$ cat src/rtl/fetch_pkg.sv
// rtl/fetch_pkg.sv - shared defaults and record layouts for the instruction fetch buffer
package fetch_pkg;

  localparam int unsigned FETCH_XLEN = 32;
  localparam logic [FETCH_XLEN-1:0] FETCH_RESET_PC = '0;

  // Metadata recorded per in-flight imem request; epoch tags it against redirects.
  typedef struct packed {
    logic [FETCH_XLEN-1:0] pc;
    logic                  predTaken;
    logic                  epoch;
  } fetch_meta_t;

  typedef struct packed {
    logic [FETCH_XLEN-1:0] pc;
    logic [31:0]           instr;
    logic                  predTaken;
  } fetch_entry_t;

endpackage

$ cat src/rtl/fetch_fifo.sv
// rtl/fetch_fifo.sv - synchronous FIFO with flush, used for in-flight metadata and the decode buffer
module fetch_fifo #(
  parameter int WIDTH = 8,
  parameter int DEPTH = 4,
  localparam int AW = (DEPTH > 1) ? $clog2(DEPTH) : 1,
  localparam int CW = $clog2(DEPTH + 1)
) (
  input  logic             clk,
  input  logic             rstN,
  input  logic             push,
  input  logic [WIDTH-1:0] push_data,
  input  logic             pop,
  output logic [WIDTH-1:0] pop_data,
  input  logic             flush,
  output logic             full,
  output logic             empty,
  output logic [CW-1:0]    count
);

  logic [WIDTH-1:0] r_mem [DEPTH];
  logic [AW-1:0]    r_wr_idx;
  logic [AW-1:0]    r_rd_idx;
  logic [CW-1:0]    r_count;
  logic             w_do_push;
  logic             w_do_pop;

  function automatic logic [AW-1:0] next_idx(input logic [AW-1:0] idx);
    return (idx == AW'(DEPTH - 1)) ? '0 : idx + AW'(1);
  endfunction

  assign empty    = (r_count == '0);
  assign full     = (r_count == CW'(DEPTH));
  assign count    = r_count;
  assign pop_data = r_mem[r_rd_idx];

  // A pop frees the slot the same cycle, so a full FIFO can still accept a push alongside it.
  assign w_do_pop  = pop && !empty;
  assign w_do_push = push && (!full || w_do_pop);

  always_ff @(posedge clk or negedge rstN) begin
    if (!rstN) begin
      r_wr_idx <= '0;
      r_rd_idx <= '0;
      r_count  <= '0;
    end else if (flush) begin
      r_wr_idx <= '0;
      r_rd_idx <= '0;
      r_count  <= '0;
    end else begin
      if (w_do_push) r_wr_idx <= next_idx(r_wr_idx);
      if (w_do_pop)  r_rd_idx <= next_idx(r_rd_idx);
      if (w_do_push && !w_do_pop)      r_count <= r_count + CW'(1);
      else if (!w_do_push && w_do_pop) r_count <= r_count - CW'(1);
    end
  end

  always_ff @(posedge clk) begin
    if (w_do_push && !flush) r_mem[r_wr_idx] <= push_data;
  end

endmodule

$ cat src/rtl/inst_fetch_buffer.sv
// rtl/inst_fetch_buffer.sv - instruction fetch with in-flight tracking, epoch squash and decode buffer
// Define FETCH_PERF_EN to add the perfFetched/perfDropped/perfStall counters.
module inst_fetch_buffer
  import fetch_pkg::*;
#(
  parameter int unsigned     XLEN            = FETCH_XLEN,
  parameter int unsigned     DEPTH           = 4,
  parameter int unsigned     MAX_OUTSTANDING = 2,
  parameter logic [XLEN-1:0] RESET_PC        = XLEN'(FETCH_RESET_PC)
) (
  input  logic            clk,
  input  logic            rstN,
  input  logic            redirectValid,
  input  logic [XLEN-1:0] redirectPc,
  input  logic            usePredictor,
  input  logic            bPredictTaken,
  input  logic [XLEN-1:0] btbTarget,
  output logic            imemReqValid,
  input  logic            imemReqReady,
  output logic [XLEN-1:0] imemAddr,
  input  logic            imemRespValid,
  input  logic [31:0]     imemRespData,
  output logic            decValid,
  input  logic            decReady,
  output logic [31:0]     instr,
  output logic [XLEN-1:0] pc,
  output logic [XLEN-1:0] pcPlus4,
  output logic            bPredictedTaken
`ifdef FETCH_PERF_EN
  ,
  output logic [31:0]     perfFetched,
  output logic [31:0]     perfDropped,
  output logic [31:0]     perfStall
`endif
);

  localparam int unsigned META_W  = XLEN + 2;
  localparam int unsigned ENTRY_W = XLEN + 33;
  localparam int unsigned OCW     = $clog2(MAX_OUTSTANDING + 1);
  localparam int unsigned BCW     = $clog2(DEPTH + 1);

  logic [XLEN-1:0]    r_fetch_pc;
  logic [XLEN-1:0]    w_next_pc;
  logic               r_epoch;
  logic               w_pred_taken;
  logic               w_room;
  logic               w_req_fire;
  logic               w_resp;
  logic               w_keep;
  logic [META_W-1:0]  w_meta_in;
  logic [META_W-1:0]  w_meta_out;
  logic [ENTRY_W-1:0] w_entry_in;
  logic [ENTRY_W-1:0] w_entry_out;
  logic               w_if_full;
  logic               w_if_empty;
  logic               w_buf_full;
  logic               w_buf_empty;
  logic [OCW-1:0]     w_outstanding;
  logic [BCW-1:0]     w_occupancy;
  logic               w_unused;

  assign w_pred_taken = usePredictor && bPredictTaken;

  // Every outstanding request has a reserved buffer slot, so a returning response always fits.
  assign w_room       = (32'(w_outstanding) + 32'(w_occupancy)) < 32'(DEPTH);
  assign imemReqValid = rstN && !redirectValid && !w_if_full && w_room;
  assign imemAddr     = r_fetch_pc;
  assign w_req_fire   = imemReqValid && imemReqReady;

  // Responses with nothing outstanding (e.g. leftovers from before a reset) are ignored.
  assign w_resp = imemRespValid && !w_if_empty;
  assign w_keep = w_resp && !redirectValid && (w_meta_out[0] == r_epoch);

  assign w_meta_in  = {r_fetch_pc, w_pred_taken, r_epoch};
  assign w_entry_in = {w_meta_out[META_W-1:2], imemRespData, w_meta_out[1]};

  always_comb begin
    w_next_pc = r_fetch_pc;
    if (redirectValid) begin
      w_next_pc = redirectPc;
    end else if (w_req_fire) begin
      w_next_pc = w_pred_taken ? btbTarget : r_fetch_pc + XLEN'(4);
    end
  end

  always_ff @(posedge clk or negedge rstN) begin
    if (!rstN) begin
      r_fetch_pc <= RESET_PC;
      r_epoch    <= 1'b0;
    end else begin
      r_fetch_pc <= w_next_pc;
      if (redirectValid) r_epoch <= ~r_epoch;
    end
  end

  fetch_fifo #(
    .WIDTH (int'(META_W)),
    .DEPTH (int'(MAX_OUTSTANDING))
  ) u_inflight (
    .clk       (clk),
    .rstN      (rstN),
    .push      (w_req_fire),
    .push_data (w_meta_in),
    .pop       (w_resp),
    .pop_data  (w_meta_out),
    .flush     (1'b0),
    .full      (w_if_full),
    .empty     (w_if_empty),
    .count     (w_outstanding)
  );

  fetch_fifo #(
    .WIDTH (int'(ENTRY_W)),
    .DEPTH (int'(DEPTH))
  ) u_buffer (
    .clk       (clk),
    .rstN      (rstN),
    .push      (w_keep),
    .push_data (w_entry_in),
    .pop       (decValid && decReady),
    .pop_data  (w_entry_out),
    .flush     (redirectValid),
    .full      (w_buf_full),
    .empty     (w_buf_empty),
    .count     (w_occupancy)
  );

  // Decode outputs are forced to zero while empty so stale storage never leaks out.
  assign decValid        = !w_buf_empty;
  assign pc              = w_buf_empty ? '0 : w_entry_out[ENTRY_W-1:33];
  assign instr           = w_buf_empty ? '0 : w_entry_out[32:1];
  assign bPredictedTaken = !w_buf_empty && w_entry_out[0];
  assign pcPlus4         = w_buf_empty ? '0 : pc + XLEN'(4);

  assign w_unused = w_buf_full;

`ifdef FETCH_PERF_EN
  logic [31:0] r_perf_fetched;
  logic [31:0] r_perf_dropped;
  logic [31:0] r_perf_stall;

  always_ff @(posedge clk or negedge rstN) begin
    if (!rstN) begin
      r_perf_fetched <= '0;
      r_perf_dropped <= '0;
      r_perf_stall   <= '0;
    end else begin
      if (decValid && decReady) r_perf_fetched <= r_perf_fetched + 32'd1;
      if (w_resp && !w_keep)    r_perf_dropped <= r_perf_dropped + 32'd1;
      if (!imemReqValid)        r_perf_stall   <= r_perf_stall + 32'd1;
    end
  end

  assign perfFetched = r_perf_fetched;
  assign perfDropped = r_perf_dropped;
  assign perfStall   = r_perf_stall;
`endif

endmodule
$ cat config.mk
export PLATFORM = sky130hd
export DESIGN_NAME = inst_fetch_buffer
export DESIGN_NICKNAME = d
export VERILOG_FILES = /design/src/rtl/fetch_pkg.sv /design/src/rtl/fetch_fifo.sv /design/src/rtl/inst_fetch_buffer.sv
export SDC_FILE = /design/constraint.sdc
export NUM_CORES = 1
export LEC_CHECK = 0
export ABC_CLOCK_PERIOD_IN_PS = 9400
export CORE_MARGIN = 4
export CORE_UTILIZATION = 45
export DETAILED_ROUTE_END_ITERATION = 10
export HOLD_SLACK_MARGIN = 0.08
export PLACE_DENSITY = 0.79
export SYNTH_ARGS = -nofsm -noshare
export SYNTH_HDL_FRONTEND = slang
export SYNTH_HIERARCHICAL = 1
export SYNTH_SLANG_ARGS = --single-unit
$ cat constraint.sdc
create_clock -name clk -period 9.4 [get_ports clk]
set_clock_uncertainty 0.05 [all_clocks]
set_input_delay 1.88 -clock clk [delete_from_list [all_inputs] [get_ports clk]]
set_output_delay 1.88 -clock clk [all_outputs]
set_load 0.005 [all_outputs]
## Yosys cells after proc, flatten, opt, wreduce, memory -nomap -nowiden

Memories as Yosys holds them, arrays and structs flattened.
Index checks and enable logic that the tools add are counted.

- Bits in registers: 44
- RAM bits: 328
- Bits of input ports: 104
- Output and inout bits: 131
- Word-level logic and storage cells: 88
- Memories kept: 2

Memories:

| name | words | bits a word | read ports | clocked after Yosys merged registers in | wr ports | line | text |
|---|---|---|---|---|---|---|---|
| u_buffer.r_mem | 4 | 65 | 1 | 0 | 1 | fetch_fifo.sv:20 | `logic [WIDTH-1:0] r_mem [DEPTH];` |
| u_inflight.r_mem | 2 | 34 | 1 | 0 | 1 | fetch_fifo.sv:20 |  |

- Add/sub/neg operators: 11
- Order comparisons: 1
- Eq/ne operators: 5
- Multiplexer cells: 23
- Bitwise gates (word level): 1
- Reductions and logical operators: 37

Operator list:

| operator | number |
|---|---|
| two-way mux 32 bit | 6 |
| adder 32 x 3 -> 32 bit, second input constant | 2 |
| logical AND 1 bit | 19 |
| two-way mux 2 bit | 8 |
| logical NOT 1 bit | 9 |
| two-way mux 3 bit | 3 |
| nonzero test 2 bit | 4 |
| adder 2 x 1 -> 2 bit, second input constant | 3 |
| == test 2 bit, second input constant | 3 |
| two-way mux 1 bit | 6 |
| adder 2 x 3 -> 4 bit | 1 |
| < comparator 4 x 3 -> 1 bit, second input constant | 1 |
| adder 3 x 1 -> 3 bit, second input constant | 1 |
| == test 3 bit, second input constant | 1 |
| logical NOT 3 bit | 1 |
| nonzero test 3 bit | 1 |
| subtractor 3 x 1 -> 3 bit, second input constant | 1 |
| adder 1 bit, second input constant | 2 |
| logical NOT 2 bit | 1 |
| logical OR 1 bit | 2 |
| subtractor 2 x 1 -> 2 bit, second input constant | 1 |
| == test 1 bit | 1 |
| NOT 1 bit | 1 |

## Depth between registers and ports, before layout

Gate-level depths: netlist of the first run.

- Depth in word-level cells: 11
- Depth in mapped cells: 12
- Depth with buffers taken out: 9

## Cells and area by module

The synthesis of the first run kept the hierarchy.

Modules (own cells, without submodules):

| module | times used | cells each | area an instance (um2) | seq. area each (um2) |
|---|---|---|---|---|
| fetch_fifo at u_buffer | 1 | 401 | 9,943.3 | 7,982.7 |
| inst_fetch_buffer | 1 | 496 | 3,559.7 | 825.8 |
| fetch_fifo at u_inflight | 1 | 133 | 2,723.9 | 2,142.1 |

## Least setup slack after synthesis of the first run

Ideal clock, no wire load.

- Path type: input-to-reg
- From: in redirectValid
- To: mem u_inflight/r_mem[1][0] (netlist name) (enable)
- Library setup time: 0.475 ns
- Arrival: 5.485 ns
- Data required time: 8.875 ns
- Setup slack: 3.390 ns
- Stages: 7
- Buffers on the path: 2
- Cell sequence: buf_2 > nor4b_4 > nand4_2 > inv_2 > buf_4 > o21ai_4 > nor3b_1

- Cells in the longest elaborated chain, start to end: 8

Ends and longest elaborated chain:

| element | line | text |
|---|---|---|
| start, declared | inst_fetch_buffer.sv:13 | `input logic redirectValid,` |
| logical NOT 1 bit | inst_fetch_buffer.sv:66 | `assign imemReqValid = rstN && !redirectValid && !w_if_full && w_room;` |
| logical AND 1 bit (3 in series) | inst_fetch_buffer.sv:66 |  |
| logical AND 1 bit | inst_fetch_buffer.sv:68 | `assign w_req_fire = imemReqValid && imemReqReady;` |
| via w_req_fire | inst_fetch_buffer.sv:47 | `logic w_req_fire;` |
| logical AND 1 bit | fetch_fifo.sv:38 | `assign w_do_push = push && (!full \|\| w_do_pop);` |
| two-way mux 1 bit | fetch_fifo.sv:58 | `if (w_do_push && !flush) r_mem[r_wr_idx] <= push_data;` |
| two-way mux 1 bit (not written as such) | fetch_fifo.sv:58 |  |
| end, declared | fetch_fifo.sv:20 |  |

The timed path passes the listed nets, and every way through them passes these cells.

## Worst setup path in the final report of the first run

- From: reg u_buffer.r_rd_idx[0]
- To: out pcPlus4[31]

- Cells in the longest elaborated chain, start to end: 4

Ends and longest elaborated chain:

| element | line | text |
|---|---|---|
| start, declared | fetch_fifo.sv:22 | `logic [AW-1:0] r_rd_idx;` |
| start signal, assigned | fetch_fifo.sv:51 | `if (w_do_pop) r_rd_idx <= next_idx(r_rd_idx);` |
| memory (4 x 65 bit) | n/a |  |
| via w_entry_out[48] | inst_fetch_buffer.sv:53 | `logic [ENTRY_W-1:0] w_entry_out;` |
| two-way mux 32 bit | inst_fetch_buffer.sv:130 | `assign pc = w_buf_empty ? '0 : w_entry_out[ENTRY_W-1:33];` |
| adder 32 x 3 -> 32 bit | inst_fetch_buffer.sv:133 | `assign pcPlus4 = w_buf_empty ? '0 : pc + XLEN'(4);` |
| two-way mux 32 bit | inst_fetch_buffer.sv:133 |  |
| end, declared | inst_fetch_buffer.sv:27 | `output logic [XLEN-1:0] pcPlus4,` |

The timed path passes the listed nets, and every way through them passes these cells.

==> flow_summary.yaml, run 1 <==
status:
  status: "complete, no violations"
die:
  die_y_um: 198
  ios: 235
  core_um2: 35600
  start_util: 0.456
  rows: 69
  die_x_um: 198
  dieArea_um2: 39200
drt:
  finalWirelength_mm: 36.8
  drc_errors: 0
  routedWlPerCell_um: 21.0
  drtAntennaViolNets: 0
  avgViaCountPerCell: 5.62
  vias: 9871
  drt_iter0_drc: 607
  first_pass_iters: 5
logic_synthesis:
  yosysTopAreaCellShare: 0.607
  syn_inst: 1030
  synth_top_family_by_area: "multiplexers"
  yosys_warnings: 6
  yosysTopAreaCell: "edfxtp_1"
  synthArstFlopShare: 0.118
  synth_compound_area_frac: 0.0491
  synth.lib_cells_used.distinct: 74
  synth_area_leaders: "edfxtp_1 61%, mux4_2 9.0%, dfrtp_1 6.8%"
  synth_edf_count: 328
  synth_seq_cells: 372
  yosys.area_share.xor_xnor: 0.0194
  syn_avg_cell_area_um2: 15.8
  synthesis.area_um2: 16200
  muxShareOfSynthArea: 0.123
  yosys.area_share.simple: 0.103
  ys.flop_type: "edfxtp_1"
  ys_seq_area_frac: 0.675
  synthAdderAreaFrac: 0.00740
clocking:
  root_buffer: "clkbuf_16"
  cts.sinks: 372
  clock_latency_ns: 0.52
  post_cts.repair.setup_buffers: 0
  holdBufCountCts: 0
  cts_made_buffers: 38
  ctsResizeCount: 0
  clockBufferDepth: 3
  clkTransAtPathRegs_ns: 0.06
  ctsHtreeMaxLevel: 2
  cts_tree: "built"
critical_path:
  endpoint_kind: "output pin"
  startpoint_type: "register"
  path_class: "reg2out"
  cp.arrival_ns: 4.32
  cp.required_ns: 7.47
  r2r_cells: 7
  worstPathMaxFanout: 49
final_layout:
  regArea_um2: 11000
  final_layout_size_suffix_gt1_frac: 0.157
  n_antenna_cell: 0
  area_growth_pct: 24.8
  fillers: 2772
  fin_nets: 1382
  postLayoutCoreUtil: 0.569
  layout_commonest_cell: "edfxtp_1"
  multi_input_area_um2: 4950
  final_cell_mix: "328 x edfxtp_1, 232 x clkdlybuf4s50_1, 68 x nor2b_1"
global_routing:
  antenna_found_initial: 0
  grt_pass1_vias: 9800
  gr-total-overflow: 0
  grt_max_degree: 83
  grt_use_total: 0.186
  grt_pass1_wl_mm: 57.0
sta:
  setup_tns_ns: 0
  slew_viol_final: 0
  fin_crit_ns: 6.25
  hold_ws_ns: 0.472
  period_share: 0.665
  rsz0062_at_grt: "false"
  max_freq_ghz: 0.160
  slew-limit-headroom: 0.137
  timing_hold_violations_final: 0
  worst_slew_pin_slew_ns: 1.28
  setup_viol: 0
placement:
  numPortBuffers: 234
  place.gp.congestion: 0.869
  dp_hpwl_mm: 23.8
power:
  ir_drop_uv: 160
  p_leak_nw: 6.60
  p_per_area_nw_per_um2: 176
worst_hold_path:
  hp-class: "reg2reg"
  whs_path_depth: 0
run:
  maxCapViolCount: 0
registers in the layout, indices dropped and copies added (netlist names):
| name | flops |
|---|---|
| u_buffer/r_mem | 260 |
| u_inflight/r_rd_idx | 1 |
| imemAddr | 32 |
| r_epoch | 1 |
| u_buffer/r_wr_idx | 2 |
| u_inflight/r_wr_idx | 1 |
| u_buffer/r_rd_idx | 2 |
| u_buffer/count | 3 |
| u_inflight/r_mem | 68 |
| u_inflight/count | 2 |
path summary, 6_finish.rpt:
path / start / to / slack, ns
hold / removal: imemAddr[1] / u_inflight/r_mem[1][3] / 0.47
setup / recovery: u_buffer/r_rd_idx[0] / pcPlus4[31] / 3.15
min in group asynchronous: rstN / imemAddr[30] / 1.40
setup reg to reg: u_buffer/count[2] / u_buffer/r_mem[0][40] / 5.59
hold reg to reg: imemAddr[1] / u_inflight/r_mem[1][3] / 0.47
max in group asynchronous: rstN / u_buffer/r_rd_idx[0] / 7.40
cell type report:
class | instances | share of cell area
multi-input combinational | 592 | 0.245
clock buffer | 48 | 0.0504
sequential | 372 | 0.541
timing repair buffer | 246 | 0.120
tap | 461 | 0.0285
inverter | 19 | 0.00352
clock inverter | 19 | 0.0123
synthesized netlist by cell type (6+ instances only):
| master | number |
|---|---|
| ha_1 | 8 |
| clkbuf_1 | 25 |
| mux2i_1 | 8 |
| nand2_1 | 51 |
| nor2b_1 | 68 |
| o21ai_0 | 33 |
| and3_1 | 16 |
| xor2_1 | 17 |
| dfrtp_1 | 44 |
| buf_2 | 9 |
| nor3_1 | 13 |
| inv_1 | 18 |
| nand4_1 | 13 |
| and2_1 | 7 |
| or4_1 | 6 |
| nor2_1 | 60 |
| xnor2_1 | 19 |
| nor4_1 | 10 |
| a21oi_1 | 32 |
| a31oi_1 | 9 |
| a211oi_1 | 6 |
| buf_6 | 8 |
| edfxtp_1 | 328 |
| mux4_2 | 65 |
| mux2_2 | 37 |
| buf_4 | 8 |
| nand3_1 | 23 |
per-layer routing:
layer  global-route usage  wire length, um  share of wire
met2                0.287            16700           0.45
met5                    0                0              0
met3               0.0381             3480          0.094
met1                0.276            16000           0.44
met4               0.0403              626          0.017
metrics by stage:
| step | area (um2) | cells | total power [mW] | setup WS [ns] |
|---|---|---|---|---|
| 3_5_place_dp | 19000 | 1690 | 2.10 | 3.56 |
| 4_1_cts | 20200 | 1757 | 3.60 | 3.01 |
| 5_1_grt | 20200 | 1757 | 3.70 | 2.77 |
| 2_1_floorplan | 16200 | 1036 | 1.97 | 3.39 |
| 3_3_place_gp | 19000 | 1690 | 2.09 | 3.60 |
| 6_report | 20200 | 1757 | 3.57 | 3.15 |
cells by family (layout without fill, tap and decap cells):
logic type	Yosys count	after routing
compound gates	123	123
simple gates	304	304
mux	113	113
xor+xnor	36	36
other cells	1	7
flops	372	372
buf+inv	72	332
fa+ha+maj	9	9
critical path, cell delays in order (launching register included):
cell             delay [ns]
dfrtp_4                0.66
buf_4                  0.83
mux4_2                 0.41
nor2b_1                0.29
and3_1                 0.33
nand4_2                0.20
or4_1                  0.50
nand2_1                0.08
clkdlybuf4s50_1        0.49
power by group:
part | leakage, nW | switching (mW) | internal [mW]
registers | 3.49 | 0.0482 | 1.83
clock network | 0.615 | 0.594 | 0.911
logic | 2.50 | 0.0820 | 0.105
total | 6.60 | 0.724 | 2.84
(Power assumes the default switching activity.)
==> run 2, diff against run 1 <==
Settings changed: ABC_CLOCK_PERIOD_IN_PS 9400 to 5870.
Clock period 9.4 ns to 5.87 ns, I/O delays scaled along.
==> run 2 against run 1 <==
- die area stayed put
- register-to-register slack worse by 3.3 ns
- hold slack worse by 0.011 ns
- sequential cell count stayed put
- critical endpoint is now pcPlus4[26]
- largest power group unchanged
==> flow_summary.yaml, run 2 (synthesis results as in run 1) <==
drt:
  first_pass_iters: 5
  finalWirelength_mm: 36.9
  vias: 9903
  avgViaCountPerCell: 5.61
  drt_iter0_drc: 761
  drtAntennaViolNets: 0
  routedWlPerCell_um: 20.9
  drc_errors: 0
sta:
  fin_crit_ns: 5.22
  setup_tns_ns: 0
  fin_ws_ns: 0.648
  worst_slew_pin_slew_ns: 1.34
  setup_viol: 0
  slew-limit-headroom: 0.0990
  max_freq_ghz: 0.191
  timing_hold_violations_final: 0
  slew_viol_final: 0
  period_share: 0.890
  rsz0062_at_grt: "false"
critical_path:
  cp.arrival_ns: 4.00
  path_buf_inv: 1
  critical-path-top-delay-family: "simple AND/OR/NAND/NOR gates"
  endpoint_kind: "output pin"
  cp_cell_sequence: "mux4_2 -> nor2b_1 -> ha_1 -> nand2_1 -> nor2_1 -> nand4_2 -> or4_1 -> nand2_1 -> clkdlybuf4s50_1"
  path_class: "reg2out"
  crit_top_cell: "nand2_1"
  slowest_delay_ns: 0.85
  worstPathMaxFanout: 34
  slowest_stage: "dfrtp_4"
  cp.required_ns: 4.65
  startpoint_type: "register"
clocking:
  cts_made_buffers: 39
  holdBufCountCts: 0
  cts_tree: "built"
  ctsHtreeMaxLevel: 2
  clockBufferDepth: 3
  root_buffer: "clkbuf_16"
  clkTransAtPathRegs_ns: 0.06
  ctsResizeCount: 0
  clock_latency_ns: 0.53
  post_cts.repair.setup_buffers: 0
  cts.sinks: 372
global_routing:
  grt_max_degree: 66
  grt_pass1_wl_mm: 57.0
  grt_use_total: 0.186
  gr-total-overflow: 0
  grt_pass1_vias: 9854
  antenna_found_initial: 1
placement:
  place.gp.congestion: 0.861
  dp_hpwl_mm: 24.6
  numPortBuffers: 234
  place_ws_ns: 1.16
die:
  start_util: 0.456
  die_x_um: 198
  core_um2: 35600
  die_y_um: 198
  ios: 235
  dieArea_um2: 39200
  rows: 69
final_layout:
  postLayoutCoreUtil: 0.572
  final_layout_size_suffix_gt1_frac: 0.161
  n_antenna_cell: 0
  largest_reg_flops: 260
  fin_nets: 1387
  regMostFlops: "u_buffer/r_mem"
  final_cell_mix: "328 x edfxtp_1, 232 x clkdlybuf4s50_1, 68 x nor2b_1"
  area_growth_pct: 25.4
  layout_commonest_cell: "edfxtp_1"
power:
  p_leak_nw: 6.66
  p_per_area_nw_per_um2: 287
  ir_drop_uv: 267
  total_power_mw: 5.84
worst_hold_path:
  hp-class: "reg2reg"
status:
  status: "complete, no violations"
run:
  maxCapViolCount: 0
run 2: cell types whose count changed in the layout (fill, tap and decap cells not counted):
cell,previous run,this run
buf_4,12,16
bufinv_16,5,7
clkbuf_1,8,6
clkinv_1,1,5
clkinv_2,8,5
clkinv_4,0,3
clkinv_8,2,0
clkinvlp_4,3,2
inv_6,0,4
run 2: power breakdown:
group	internal (mW)	switching [mW]	total (mW)
Combinational	0.169	0.133	0.302
Clock	1.55	0.977	2.53
Sequential	2.93	0.0756	3.00
Total	4.65	1.19	5.84
run 2: area by class of cell:
type / instances / area, um2
Clock buffer: 46 / 1010
Clock inverter: 26 / 330
Fill cell: 2766 / 15200
Inverter: 19 / 71.3
Multi-Input combinational cell: 592 / 4950
Sequential cell: 372 / 11000
Tap cell: 461 / 577
Timing Repair Buffer: 250 / 2450
run 2: final timing paths:
kind / startpoint / to / slack [ns] / depth (start not counted)
worst max-delay path: u_buffer/r_rd_idx[0] / pcPlus4[26] / 0.65 / 9
worst min-delay path: imemAddr[1] / u_inflight/r_mem[0][3] / 0.46 / 0
worst max register to register: u_inflight/r_rd_idx / u_buffer/r_mem[3][7] / 2.28 / 7
worst min register to register: imemAddr[1] / u_inflight/r_mem[0][3] / 0.46 / 0
max in group asynchronous: rstN / u_buffer/r_rd_idx[0] / 4.56 / 2
min in group asynchronous: rstN / imemAddr[30] / 0.73 / 2
run 2: worst reg2reg max path: stages (launching register included):
cell and delay [ns]:
dfrtp_1 0.33, buf_4 0.40, mux2_2 0.40, xnor2_1 0.14, and3_1 0.38, inv_1 0.17
nor3_1 0.41, and2_4 0.89
run 2: metrics by stage:
step	cell area, um2	cells	hold slack (ns)
global route	20400	1766	0.477
floorplan	16200	1036	0.436
finish	20400	1766	0.461
global placement	19000	1694	0.441
detailed placement	19000	1694	0.440
CTS	20400	1766	0.458
run 2: metal layers:
metal	vias up	GRT usage	share of wire
met5	-	0	0.00019
met4	2	0.0439	0.017
met2	540	0.278	0.45
met1	4833	0.280	0.44
li1	4475	-	-
met3	53	0.0463	0.10
==> run 3, diff against run 2 <==
Settings changed: ABC_AREA from default to 1, SETUP_SLACK_MARGIN from default to 0.4.
==> run 3 against run 2 <==
- synthesized cell count rose by 71%
- maximum frequency rose by 1.5%
- final cell count rose by 43%
- via count rose by 32%
- sequential power rose by 4%
- first-iteration DRC count rose by 49%
- routed wire length rose by 17%
- critical endpoint is now pcPlus4[20]
- largest cell class unchanged
==> flow_summary.yaml, run 3 <==
power:
  ir_drop_uv: 155
  combPwrFrac: 0.222
  switching_power_mw: 2.02
  p_per_area_nw_per_um2: 332
  total_power_mw: 7.06
  p_leak_nw: 8.21
  internal_power_mw: 5.04
  p_seq_frac: 0.441
  pwr-share-clk: 0.336
  p_sw_frac: 0.286
logic_synthesis:
  yosysMostFrequentCell: "nand2_1"
  yosys_warnings: 6
  synthArstFlopShare: 0.118
  synth.lib_cells_used.distinct: 41
  ys_top_cells_by_count: "441 x nand2_1, 328 x edfxtp_1, 281 x nor2_1, 165 x inv_1, 108 x o21ai_0"
  yosysTopAreaCellShare: 0.573
  ys_seq_area_frac: 0.637
  yosysTopAreaCell: "edfxtp_1"
  syn_avg_cell_area_um2: 9.77
  syn_inst: 1761
  synth_edf_count: 328
  synthesis.area_um2: 17200
  synth_seq_cells: 372
  ys.flop_type: "edfxtp_1"
  synth_area_leaders: "edfxtp_1 57%, nand2_1 9.6%, dfrtp_1 6.4%"
final_layout:
  regArea_um2: 11000
  largest_reg_flops: 260
  fin_nets: 2091
  fillers: 3198
  multi_input_area_um2: 5240
  layout_commonest_cell: "nand2_1"
  final_cell_mix: "441 x nand2_1, 328 x edfxtp_1, 275 x nor2_1"
  layoutNonFillerInstCount: 2519
  n_antenna_cell: 0
  regMostFlops: "u_buffer/r_mem"
  final_layout_size_suffix_gt1_frac: 0.0623
  area_growth_pct: 23.6
critical_path:
  rrSetupSlack_ns: 1.28
  cp.required_ns: 4.65
  path_class: "reg2out"
  r2r_start: "u_inflight/r_rd_idx"
  worstPathMaxFanout: 44
  critical_path.endpoint: "pcPlus4[20]"
  timing.rr.end: "u_buffer/r_mem[0][12]"
  r2r_cells: 8
  endpoint_kind: "output pin"
  startpoint: "u_buffer/r_rd_idx[1]"
  cp.arrival_ns: 3.92
  startpoint_type: "register"
sta:
  rsz0062_at_grt: "false"
  period_share: 0.877
  setup_viol: 0
  fin_crit_ns: 5.15
  slew_viol_final: 0
  max_freq_ghz: 0.194
  hold_ws_ns: 0.479
  setup_tns_ns: 0
  timing_hold_violations_final: 0
  worst_slew_pin_slew_ns: 1.13
  slew-limit-headroom: 0.245
drt:
  drtAntennaViolNets: 0
  drc_errors: 0
  routedWlPerCell_um: 17.1
  avgViaCountPerCell: 5.20
  drt_iter0_drc: 1133
  first_pass_iters: 5
  finalWirelength_mm: 43.2
  vias: 13100
placement:
  numPortBuffers: 234
  dpl.cell_count: 2447
  dp_hpwl_mm: 29.1
  place.gp.congestion: 0.931
clocking:
  root_buffer: "clkbuf_16"
  clockBufferDepth: 3
  post_cts.repair.setup_buffers: 0
  ctsResizeCount: 0
  clkTransAtPathRegs_ns: 0.06
  ctsHtreeMaxLevel: 2
  holdBufCountCts: 0
  cts_made_buffers: 40
  cts.sinks: 372
  cts_tree: "built"
  clock_latency_ns: 0.52
die:
  die_y_um: 204
  core_um2: 37700
  dieArea_um2: 41400
  rows: 71
  ios: 235
  die_x_um: 204
  start_util: 0.457
global_routing:
  grt_pass1_vias: 12600
  gr-total-overflow: 0
  antenna_found_initial: 0
  grt_pass1_wl_mm: 68.0
  grt_max_degree: 78
  grt_use_total: 0.203
status:
  status: "complete, no violations"
worst_hold_path:
  hp-class: "reg2reg"
run:
  maxCapViolCount: 0
run 3: cell types whose count changed in the layout (fill, tap and decap cells not counted), moves of 10 or more:
cell     delta
and3_1     -15
inv_1     +144
mux2_2     -37
mux4_2     -65
nand2_1   +390
nand3_1    +61
nor2_1    +215
nor2_2     +13
nor2b_1    -68
o21ai_0    +75
o21ai_1    +38
o22ai_1    +61
xnor2_1    -10
run 3: metal layers:
layer | up-vias | wire [um] | track usage
li1 | 6314 | - | -
met1 | 6140 | 18800 | 0.298
met2 | 598 | 19700 | 0.320
met3 | 58 | 3940 | 0.0366
met4 | 0 | 785 | 0.0460
met5 | - | 0 | 0
run 3: cell type report:
class | instances | share of cell area
well taps | 511 | 0.0301
repair buffers | 253 | 0.120
clock inverters | 26 | 0.0103
flip-flops and latches | 372 | 0.515
multi-input cells | 1140 | 0.246
clock buffers | 46 | 0.0481
inverters | 171 | 0.0302
run 3: logic make-up after synthesis:
kind of cell	share of synthesized area
AO/OA/AOI/OAI	0.0798
adder cells (fa/ha/maj)	0.00698
flip-flops	0.637
other	0.000218
XOR/XNOR	0.0127
AND/OR/NAND/NOR	0.202
buffers and inverters	0.0617
run 3: power by group through the flow:
| stage | logic, mW | clock network [mW] | registers, mW |
|---|---|---|---|
| global placement | 1.52 | 0 | 3.16 |
| global route | 1.73 | 2.56 | 3.13 |
| finish | 1.57 | 2.37 | 3.12 |
| floorplan | 0.850 | 0 | 3.11 |
| detailed placement | 1.55 | 0 | 3.17 |
| CTS | 1.56 | 2.42 | 3.11 |
run 3: worst min-delay path by stage:
stage	startpoint	endpoint	cells past startpoint
after floorplan	imemAddr[0]	u_inflight/r_mem[0][2]	0
after global placement	u_inflight/r_wr_idx	u_inflight/r_wr_idx	2
after detailed placement	u_inflight/r_wr_idx	u_inflight/r_wr_idx	2
after CTS	r_epoch	r_epoch	1
after global routing	u_inflight/r_wr_idx	u_inflight/r_wr_idx	2
final	r_epoch	r_epoch	1
run 3: critical path, cell delays in order (launching register included):
cell and delay, ns:
dfrtp_2 0.64, buf_6 0.38, o21ai_1 0.12, o22ai_1 0.19
nand2_1 0.07, inv_1 0.12, ha_1 0.19, inv_1 0.07
nor2_1 0.13, nand2_1 0.15, nor2_2 0.24, nand2_1 0.08
nor2_1 0.14, nand2_1 0.07, nand2_1 0.06, nand3_1 0.12
inv_1 0.11, clkdlybuf4s50_1 0.50
run 3: stage by stage:
stage | cell area, um2 | setup WS [ns] | util
6_report | 21300 | 0.725 | 0.565
4_1_cts | 21200 | 0.412 | 0.564
2_1_floorplan | 17200 | 0.474 | -
3_3_place_gp | 20000 | 1.04 | 0.531
5_1_grt | 21300 | 0.428 | 0.565
3_5_place_dp | 20000 | 0.986 | 0.531
